<file path="config.mk">
export PLATFORM = sky130hd
export DESIGN_NAME = id_ex_stage
export DESIGN_NICKNAME = d
export VERILOG_FILES = /design/src/rtl/mips_pkg.sv /design/src/rtl/fwd_mux.sv /design/src/rtl/id_ex_stage.sv
export SDC_FILE = /design/constraint.sdc
export NUM_CORES = 1
export LEC_CHECK = 0
export CAP_MARGIN = 10
export CORE_MARGIN = 2
export CORE_UTILIZATION = 46
export CTS_BUF_LIST = sky130_fd_sc_hd__clkbuf_16
export DETAILED_ROUTE_END_ITERATION = 7
export PLACE_DENSITY = 0.89
export SETUP_SLACK_MARGIN = 0.02
export SLEW_MARGIN = 20
export SYNTH_ARGS = -nofsm -noshare
export SYNTH_HDL_FRONTEND = slang
export SYNTH_SLANG_ARGS = --single-unit
export TNS_END_PERCENT = 50
</file>
<file path="constraint.sdc">
create_clock -name clk -period 3.55 [get_ports clk]
set_clock_uncertainty 0.1 [all_clocks]
set_input_delay 0.355 -clock clk [delete_from_list [all_inputs] [get_ports clk]]
set_output_delay 0.355 -clock clk [all_outputs]
set_load 0.02 [all_outputs]
</file>
<file path="src/rtl/mips_pkg.sv">
// Shared MIPS core types: ALU control codes, decoder ALU classes, funct constants, ID/EX record.
// Latency: n/a (types only).
// Backpressure: n/a.
package mips_pkg;

  localparam int MIPS_XLEN = 32;
  localparam int MIPS_RIDX = 5;

  typedef enum logic [3:0] {
    ALU_SUB = 4'd0,
    ALU_OR  = 4'd1,
    ALU_ADD = 4'd2,
    ALU_SLT = 4'd7,
    ALU_AND = 4'd10,
    ALU_NOR = 4'd12,
    ALU_XOR = 4'd13
  } alu_ctl_e;

  typedef enum logic [2:0] {
    CLS_ADD   = 3'd0,
    CLS_SUB   = 3'd1,
    CLS_FUNCT = 3'd2,
    CLS_AND   = 3'd3,
    CLS_OR    = 3'd4,
    CLS_XOR   = 3'd5,
    CLS_SLT   = 3'd6,
    CLS_RSVD  = 3'd7
  } alu_class_e;

  localparam logic [5:0] FN_ADD  = 6'h20;
  localparam logic [5:0] FN_ADDU = 6'h21;
  localparam logic [5:0] FN_SUB  = 6'h22;
  localparam logic [5:0] FN_SUBU = 6'h23;
  localparam logic [5:0] FN_AND  = 6'h24;
  localparam logic [5:0] FN_OR   = 6'h25;
  localparam logic [5:0] FN_XOR  = 6'h26;
  localparam logic [5:0] FN_NOR  = 6'h27;
  localparam logic [5:0] FN_SLT  = 6'h2A;

  typedef struct packed {
    logic                 valid;
    logic [MIPS_XLEN-1:0] rs_data;
    logic [MIPS_XLEN-1:0] rt_data;
    logic [MIPS_XLEN-1:0] imm;
    logic [MIPS_RIDX-1:0] rs;
    logic [MIPS_RIDX-1:0] rt;
    logic [MIPS_RIDX-1:0] wdest;
    alu_ctl_e             ctl;
    logic                 alusrc;
    logic                 regwrite;
    logic                 memread;
    logic                 memwrite;
    logic                 memtoreg;
    logic                 illegal;
  } id_ex_t;

  localparam id_ex_t ID_EX_BUBBLE = '{
    valid:    1'b0,
    rs_data:  '0,
    rt_data:  '0,
    imm:      '0,
    rs:       '0,
    rt:       '0,
    wdest:    '0,
    ctl:      ALU_ADD,
    alusrc:   1'b0,
    regwrite: 1'b0,
    memread:  1'b0,
    memwrite: 1'b0,
    memtoreg: 1'b0,
    illegal:  1'b0
  };

endpackage

</file>
<file path="src/rtl/fwd_mux.sv">
// Operand forwarding select: EX/MEM result, then MEM/WB result, then latched register data.
// Latency: combinational.
// Backpressure: none.
module fwd_mux #(
  parameter int XLEN = 32,
  parameter int RIDX = 5
) (
  input  logic            valid,
  input  logic [RIDX-1:0] idx,
  input  logic [XLEN-1:0] reg_data,
  input  logic            exm_regwrite,
  input  logic [RIDX-1:0] exm_rd,
  input  logic [XLEN-1:0] exm_result,
  input  logic            wb_regwrite,
  input  logic [RIDX-1:0] wb_rd,
  input  logic [XLEN-1:0] wb_result,
  output logic [XLEN-1:0] data
);

  logic exm_hit;
  logic wb_hit;

  // r0 is hardwired to zero, so a write to it is never a forward source
  assign exm_hit = valid && exm_regwrite && (exm_rd != '0) && (exm_rd == idx);
  assign wb_hit  = valid && wb_regwrite  && (wb_rd  != '0) && (wb_rd  == idx);

  always_comb begin
    data = reg_data;
    if (exm_hit)     data = exm_result;
    else if (wb_hit) data = wb_result;
  end

endmodule

</file>
<file path="src/rtl/id_ex_stage.sv">
// ID/EX pipeline register with ALU control decode, operand forwarding and load-use detection.
// Latency: 1 cycle id_* to ex_*; forwarding and load_use_stall are combinational.
// Backpressure: stall holds the stage, flush (wins) loads a bubble.
module id_ex_stage import mips_pkg::*; #(
  parameter int XLEN = MIPS_XLEN,
  parameter int RIDX = MIPS_RIDX
) (
  input  logic            clk,
  input  logic            rst_n,
  input  logic            stall,
  input  logic            flush,
  input  logic            id_valid,
  input  logic [XLEN-1:0] id_rs_data,
  input  logic [XLEN-1:0] id_rt_data,
  input  logic [XLEN-1:0] id_imm,
  input  logic [RIDX-1:0] id_rs,
  input  logic [RIDX-1:0] id_rt,
  input  logic [RIDX-1:0] id_rd,
  input  logic [2:0]      id_alu_op,
  input  logic [5:0]      id_funct,
  input  logic            id_alusrc,
  input  logic            id_regdst,
  input  logic            id_regwrite,
  input  logic            id_memread,
  input  logic            id_memwrite,
  input  logic            id_memtoreg,
  input  logic            exm_regwrite,
  input  logic [RIDX-1:0] exm_rd,
  input  logic [XLEN-1:0] exm_result,
  input  logic            wb_regwrite,
  input  logic [RIDX-1:0] wb_rd,
  input  logic [XLEN-1:0] wb_result,
  output logic [XLEN-1:0] alu_a,
  output logic [XLEN-1:0] alu_b,
  output logic [3:0]      alu_ctl,
  output logic [XLEN-1:0] ex_store_data,
  output logic            ex_valid,
  output logic [RIDX-1:0] ex_wdest,
  output logic            ex_regwrite,
  output logic            ex_memread,
  output logic            ex_memwrite,
  output logic            ex_memtoreg,
  output logic            ex_illegal,
  output logic            load_use_stall
);

  id_ex_t    r;
  id_ex_t    d_next;
  alu_ctl_e  dec_ctl;
  logic      dec_illegal;
  logic [XLEN-1:0] rs_fwd;
  logic [XLEN-1:0] rt_fwd;

  always_comb begin
    dec_ctl     = ALU_ADD;
    dec_illegal = 1'b0;
    case (alu_class_e'(id_alu_op))
      CLS_ADD: dec_ctl = ALU_ADD;
      CLS_SUB: dec_ctl = ALU_SUB;
      CLS_AND: dec_ctl = ALU_AND;
      CLS_OR:  dec_ctl = ALU_OR;
      CLS_XOR: dec_ctl = ALU_XOR;
      CLS_SLT: dec_ctl = ALU_SLT;
      CLS_FUNCT: begin
        case (id_funct)
          FN_ADD, FN_ADDU: dec_ctl = ALU_ADD;
          FN_SUB, FN_SUBU: dec_ctl = ALU_SUB;
          FN_AND:          dec_ctl = ALU_AND;
          FN_OR:           dec_ctl = ALU_OR;
          FN_XOR:          dec_ctl = ALU_XOR;
          FN_NOR:          dec_ctl = ALU_NOR;
          FN_SLT:          dec_ctl = ALU_SLT;
          default:         dec_illegal = 1'b1;
        endcase
      end
      default: dec_illegal = 1'b1;
    endcase
  end

  always_comb begin
    d_next = ID_EX_BUBBLE;
    if (id_valid) begin
      d_next.valid    = 1'b1;
      d_next.rs_data  = id_rs_data;
      d_next.rt_data  = id_rt_data;
      d_next.imm      = id_imm;
      d_next.rs       = id_rs;
      d_next.rt       = id_rt;
      d_next.wdest    = id_regdst ? id_rd : id_rt;
      d_next.ctl      = dec_ctl;
      d_next.alusrc   = id_alusrc;
      d_next.regwrite = id_regwrite;
      d_next.memread  = id_memread;
      d_next.memwrite = id_memwrite;
      d_next.memtoreg = id_memtoreg;
      d_next.illegal  = dec_illegal;
    end
  end

  always_ff @(posedge clk or negedge rst_n) begin
    if (!rst_n)      r <= ID_EX_BUBBLE;
    else if (flush)  r <= ID_EX_BUBBLE;
    else if (!stall) r <= d_next;
  end

  fwd_mux #(.XLEN(XLEN), .RIDX(RIDX)) u_fwd_rs (
    .valid        (r.valid),
    .idx          (r.rs),
    .reg_data     (r.rs_data),
    .exm_regwrite (exm_regwrite),
    .exm_rd       (exm_rd),
    .exm_result   (exm_result),
    .wb_regwrite  (wb_regwrite),
    .wb_rd        (wb_rd),
    .wb_result    (wb_result),
    .data         (rs_fwd)
  );

  fwd_mux #(.XLEN(XLEN), .RIDX(RIDX)) u_fwd_rt (
    .valid        (r.valid),
    .idx          (r.rt),
    .reg_data     (r.rt_data),
    .exm_regwrite (exm_regwrite),
    .exm_rd       (exm_rd),
    .exm_result   (exm_result),
    .wb_regwrite  (wb_regwrite),
    .wb_rd        (wb_rd),
    .wb_result    (wb_result),
    .data         (rt_fwd)
  );

  assign alu_a         = rs_fwd;
  assign alu_b         = r.alusrc ? r.imm : rt_fwd;
  assign alu_ctl       = r.ctl;
  assign ex_store_data = rt_fwd;
  assign ex_valid      = r.valid;
  assign ex_wdest      = r.wdest;
  assign ex_regwrite   = r.regwrite;
  assign ex_memread    = r.memread;
  assign ex_memwrite   = r.memwrite;
  assign ex_memtoreg   = r.memtoreg;
  assign ex_illegal    = r.illegal;

  // A load in EX cannot forward its data yet; the consumer in decode must wait one cycle
  assign load_use_stall = r.valid && r.memread && (r.wdest != '0) && id_valid &&
                          ((r.wdest == id_rs) || (r.wdest == id_rt));

endmodule

</file>
---- Yosys cells after proc, flatten, opt, wreduce, memory -nomap -nowiden ----
Cells that the tools add are included.
storage, ports and cells
  bits of input ports ..................... 207
  output and inout bits ................... 112
  word-level logic and storage cells ...... 69
  register bits after elaboration ......... 122
cells by class
  reduce and logical (&&, ||, !) cells .... 20
  muxes and demuxes ....................... 13
  eq/ne operators ......................... 22
operator list
  kind                                                  number
  2-to-1 mux 122 bit                                    3
  2-to-1 mux 32 bit                                     5
  equality test 6 bit (second input constant)           9
  case mux 4 bit (6 select lines)                       2
  equality test 5 bit                                   6
  nonzero test 5 bit                                    3
  logical AND 1 bit                                     12
  equality test 3 bit (second input constant)           3
  OR reduction 9 bit                                    1
  equality test 3 x 2 -> 1 bit (second input constant)  2
  OR reduction 6 bit                                    1
  2-to-1 mux 5 bit                                      1
  equality test 3 x 1 -> 1 bit (second input constant)  1
  zero test 3 bit                                       1
  != test 2 x 1 -> 1 bit (second input constant)        1
  case mux 1 bit (2 select lines)                       1
  OR reduction 2 bit                                    1
  logical OR 1 bit                                      1
  2-to-1 mux 1 bit                                      1

---- Depth between registers and ports, before layout ----
  depth in word-level cells ............... 7
  mapped depth ............................ 7
  mapped depth without buffers ............ 5

---- Modules after synthesis ----
A second synthesis with hierarchy kept.
unflattened totals
  cells, all modules ...................... 748
  area, all modules ....................... 7,417.1 µm²
by module, submodules not included
  module       area each (µm²)  sequential area each (µm²)  times used  cells an instance
  id_ex_stage  5,104.9          3,054.2                     1           382
  fwd_mux      1,156.1          0.0                         2           183

---- Worst setup path before layout ----
OpenSTA, ideal clock, no wires.
  kind .................................... reg2out
  start point ............................. register r[17] in the netlist's numbering
  end point ............................... output port alu_b[31]
  buffers on the path ..................... 1
  path slack .............................. 1.168 ns
  cell stages (with the launch flop) ...... 7
  arrival time ............................ 1.927 ns
  data required time ...................... 3.095 ns
  cells stage by stage .................... dfrtp_1 xor2_1 nor4_4 and2_1 buf_2 a211oi_1 o31ai_1
on the way
  word-level cells in the longest chain between the ends .. 5
RTL lines
  element                   RTL line            text
  start: declaration        id_ex_stage.sv:47   id_ex_t r;
  start signal: assignment  id_ex_stage.sv:103  else if (!stall) r <= d_next;
  equality test 5 bit       fwd_mux.sv:25       assign wb_hit = valid && wb_regwrite && (wb_rd != '0) && (wb_rd == idx);
  logical AND 1 bit         fwd_mux.sv:25
  2-to-1 mux 32 bit         fwd_mux.sv:30       else if (wb_hit) data = wb_result;
  2-to-1 mux 32 bit *       fwd_mux.sv:29       if (exm_hit) data = exm_result;
  2-to-1 mux 32 bit *       id_ex_stage.sv:133  assign alu_b = r.alusrc ? r.imm : rt_fwd;
  end: declaration          id_ex_stage.sv:34   output logic [XLEN-1:0] alu_b,
Mark *: on every way between the ends. The rest lies on a longest branch, timed or not.

---- Worst setup path after layout ----
  start point ............................. input port exm_rd[1]
  end point ............................... output port alu_b[31]
on the way
  word-level cells in the longest chain between the ends .. 5
RTL lines
  element              RTL line            text
  start: declaration   id_ex_stage.sv:28   input logic [RIDX-1:0] exm_rd,
  nonzero test 5 bit   fwd_mux.sv:24       assign exm_hit = valid && exm_regwrite && (exm_rd != '0) && (exm_rd == idx);
  logical AND 1 bit    fwd_mux.sv:24
  logical AND 1 bit *  fwd_mux.sv:24
  2-to-1 mux 32 bit *  fwd_mux.sv:29
  2-to-1 mux 32 bit *  id_ex_stage.sv:133
Marked as above.

==> impl_metrics.yaml <==
synthesis:
  synth_top_area_share_pct: 42.1
  ys.flop_type: "dfrtp_1"
  synth_fa_ha_area_share_pct: 0
  synth.net_count: 908
  yosysTopAreaCell: "dfrtp_1"
  synth.top_cells.by_area: "dfrtp_1 (42%), a22o_1 (14%), a211oi_2 (5.4%)"
  synth_compound_area_share_pct: 32.4
  syn_area_sq_um: 7180
  yosys.area_share.simple_pct: 10.3
  syn_avg_cell_area_sq_um: 10.2
  synth-async-reset-ratio_pct: 100
  synth_cell_types: 42
  synthCells: 701
  synth_mux_area_share_pct: 5.15
  synth_top_family_by_area: "compound AO/OA/AOI/OAI gates"
  synth_edf_count: 0
  yosysSeqAreaShare_pct: 42.5
  synth-warning-count: 0
  synth_xor_area_share_pct: 3.90
  ys_ff_latch: 122
cells_and_area:
  seq_area_sq_um: 3060
  instances_no_fill: 1219
  drive_gt1_share_pct: 12.8
  fillers: 1110
  syn2layout_area_growth_pct: 56.4
  finalNetCount: 1200
  multi_input_area_sq_um: 3760
clock_network:
  cts_setup_buffers: 0
  clk_pin_slew_ns: 0.05
  htreeDepth: 4
  ctsRootBufferMaster: "clkbuf_16"
  clock_sinks: 122
  max-clock-path-buffers: 2
  worstSkewPairLatency_ns: 0.42
  cts_tree: "yes"
  numCtsBuffers: 17
timing:
  fin_crit_sh_pct: 97.2
  max_slew_margin_pct: 48.1
  rsz0062_at_grt: "yes"
  hold_violations: 0
  worst_pin_slew_ns: 0.779
  finalSetupViolCount: 0
  fmax_mhz: 290
  fin_crit_ns: 3.45
  whs_ns: 0.392
  slew_viol_final: 0
critical_path:
  worstPathMaxFanout: 32
  cp_cell_sequence: "clkdlybuf4s50_1, or4_1, o211ai_2, buf_4, nor4_4, buf_12, a211oi_1, o31ai_1, clkdlybuf4s50_1"
  cpMostUsedCell: "clkdlybuf4s50_1"
  endpoint_kind: "output pin"
  start_kind: "primary input"
  crit_arrival_ns: 3.00
  cp_top_family: "buffers and inverters"
  worst_path_max_delay_cell: "or4_1"
  path_buf_inv: 4
  worstPathRequired_ns: 3.09
  slowest_delay_ns: 0.56
  crit_type: "primary input to output pin"
run_status:
  status: "finished, final reports clean"
detailed_routing:
  dr.pass1.iters: 7
  drt_iter0_drc: 654
  wire_per_inst_um: 22.5
  remaining_drc_errors: 0
  wirelength_um: 27500
  ant_nets: 0
  vias: 7080
  via_per_inst: 5.81
grt:
  busiest_layer: "met2"
  grt_remaining_overflow: 0
  met1_usage_pct: 44.3
  grt_pass1_wl_um: 40400
  antenna_found_initial: 3
  use_met3_pct: 8.19
  grt_pass1_vias: 6893
  gr-usage-met2_pct: 50.6
  grt_max_degree: 122
  grt_usage_pct: 32.7
placement:
  routabilityCongestion: 1.00
  io_buffers: 318
  dp_hpwl_um: 20100
  dp_cells: 1184
floorplanning:
  core_area_sq_um: 15300
  io_pins: 319
  rows: 45
  dieArea_sq_um: 16600
  start_util_pct: 47.1
  die_width_um: 129
  fp.dieH_um: 129
worst_hold_path:
  hp-class: "primary input to asynchronous set/reset pin"
pwr:
  ir_drop_mv: 0.321
  cellPowerDensity_nw_per_um2: 353
  p_total_mw: 3.97
  p_leak_nw: 4.90
job:
  maxCapViolCount: 0
stage by stage:
| stage | setup slack [ns] | setup TNS, ns | cell area, sq um | utilization (%) |
|---|---|---|---|---|
| after detailed placement | 0.0581 | 0 | 10600 | 69.3 |
| after CTS | 0.0567 | 0 | 11200 | 73.2 |
| after floorplan | 1.17 | 0 | 7180 | - |
| after global routing | -0.00961 | -0.0183 | 11200 | 73.6 |
| after global placement | 0.0937 | 0 | 10600 | 69.3 |
| final | 0.0991 | 0 | 11200 | 73.6 |
layout make-up:
cell class              count  share of cell area, %
inverters                   2                 0.0668
clock inverters            15                   1.41
flip-flops and latches    122                   27.2
well taps                 211                   2.35
clock buffers              17                   3.79
diodes                      2                 0.0445
repair buffers            344                   31.6
multi-input cells         506                   33.5
per-layer routing:
metal	part of all wire (%)	vias to the layer above
met1	42	3462
met5	0.062	-
li1	-	3177
met2	47	375
met3	7.7	64
met4	3.4	2
power by group:
| part | leakage, nW | internal [mW] | switching [mW] |
|---|---|---|---|
| clock network | 0.278 | 1.09 | 0.629 |
| logic | 2.97 | 0.415 | 0.341 |
| registers | 1.66 | 1.44 | 0.0482 |
layout by cell type (no fill, tap or decap), types with 4 or more instances in the layout:
| cell type | count |
|---|---|
| clkinvlp_4 | 4 |
| clkbuf_16 | 17 |
| xor2_1 | 18 |
| buf_4 | 16 |
| o31ai_2 | 30 |
| dfrtp_1 | 120 |
| mux2i_1 | 37 |
| a211oi_2 | 28 |
| dlymetal6s2s_1 | 16 |
| nor2_1 | 98 |
| nand2_1 | 49 |
| o21ai_0 | 7 |
| a21boi_0 | 31 |
| a22o_1 | 113 |
| clkdlybuf4s50_1 | 299 |
| xnor2_1 | 14 |
| buf_12 | 11 |
| a21oi_1 | 36 |
| nor3_1 | 5 |
worst paths after layout:
kind / cells after the start / endpoint / startpoint / slack, ns
worst min register to register: 1 / ex_illegal / ex_illegal / 0.40
max in group asynchronous: 3 / alu_ctl[1] / rst_n / 2.10
worst max-delay path: 9 / alu_b[31] / exm_rd[1] / 0.1
min in group clk: 1 / ex_illegal / ex_illegal / 0.40
worst min-delay path: 2 / r[56] / rst_n / 0.39
worst max register to register: 2 / r[5] / r[5] / 2.03
registers in the layout, indices dropped and copies added (netlist names):
register / flops
ex_memtoreg: 1
ex_illegal: 1
ex_memwrite: 1
ex_regwrite: 1
r: 107
ex_memread: 1
ex_valid: 1
ex_wdest: 5
alu_ctl: 4
worst reg2reg max path: stages, from the launching register on:
cell     delay (ns)
dfrtp_2        0.86
buf_12         0.32
a22o_1         0.18
synthesized netlist by cell type, drive strengths merged (3+ instances only):
library cell    n
nor2b           3
o31ai          32
a22o          113
dfrtp         121
xor2           18
a21boi         33
xnor2          14
clkbuf         38
a21oi          36
o21ai           7
a211oi         33
or4             4
nor4            3
a31oi           3
nor2           98
nor3            5
nand3           3
buf            33
mux2i          37
nand2          49
what timing repair did:
| action | CTS | global route |
|---|---|---|
| gates resized for setup | 0 | 21 |
| hold buffers | 1 | 0 |
| endpoints found under the setup margin | 0 | 32 |
| hold endpoints to repair | 45 | 0 |
cells by family (layout without fill, tap and decap cells):
group / count (synthesis) / count (layout)
muxes: 37 / 37
buffers and inverters: 73 / 378
and+or+nand+nor: 173 / 173
xor gates and xnor gates: 32 / 32
AOI/OAI and AO/OA: 264 / 264
other: 0 / 2
DFF: 122 / 122
No activity file was read; power rests on OpenSTA's default activity.
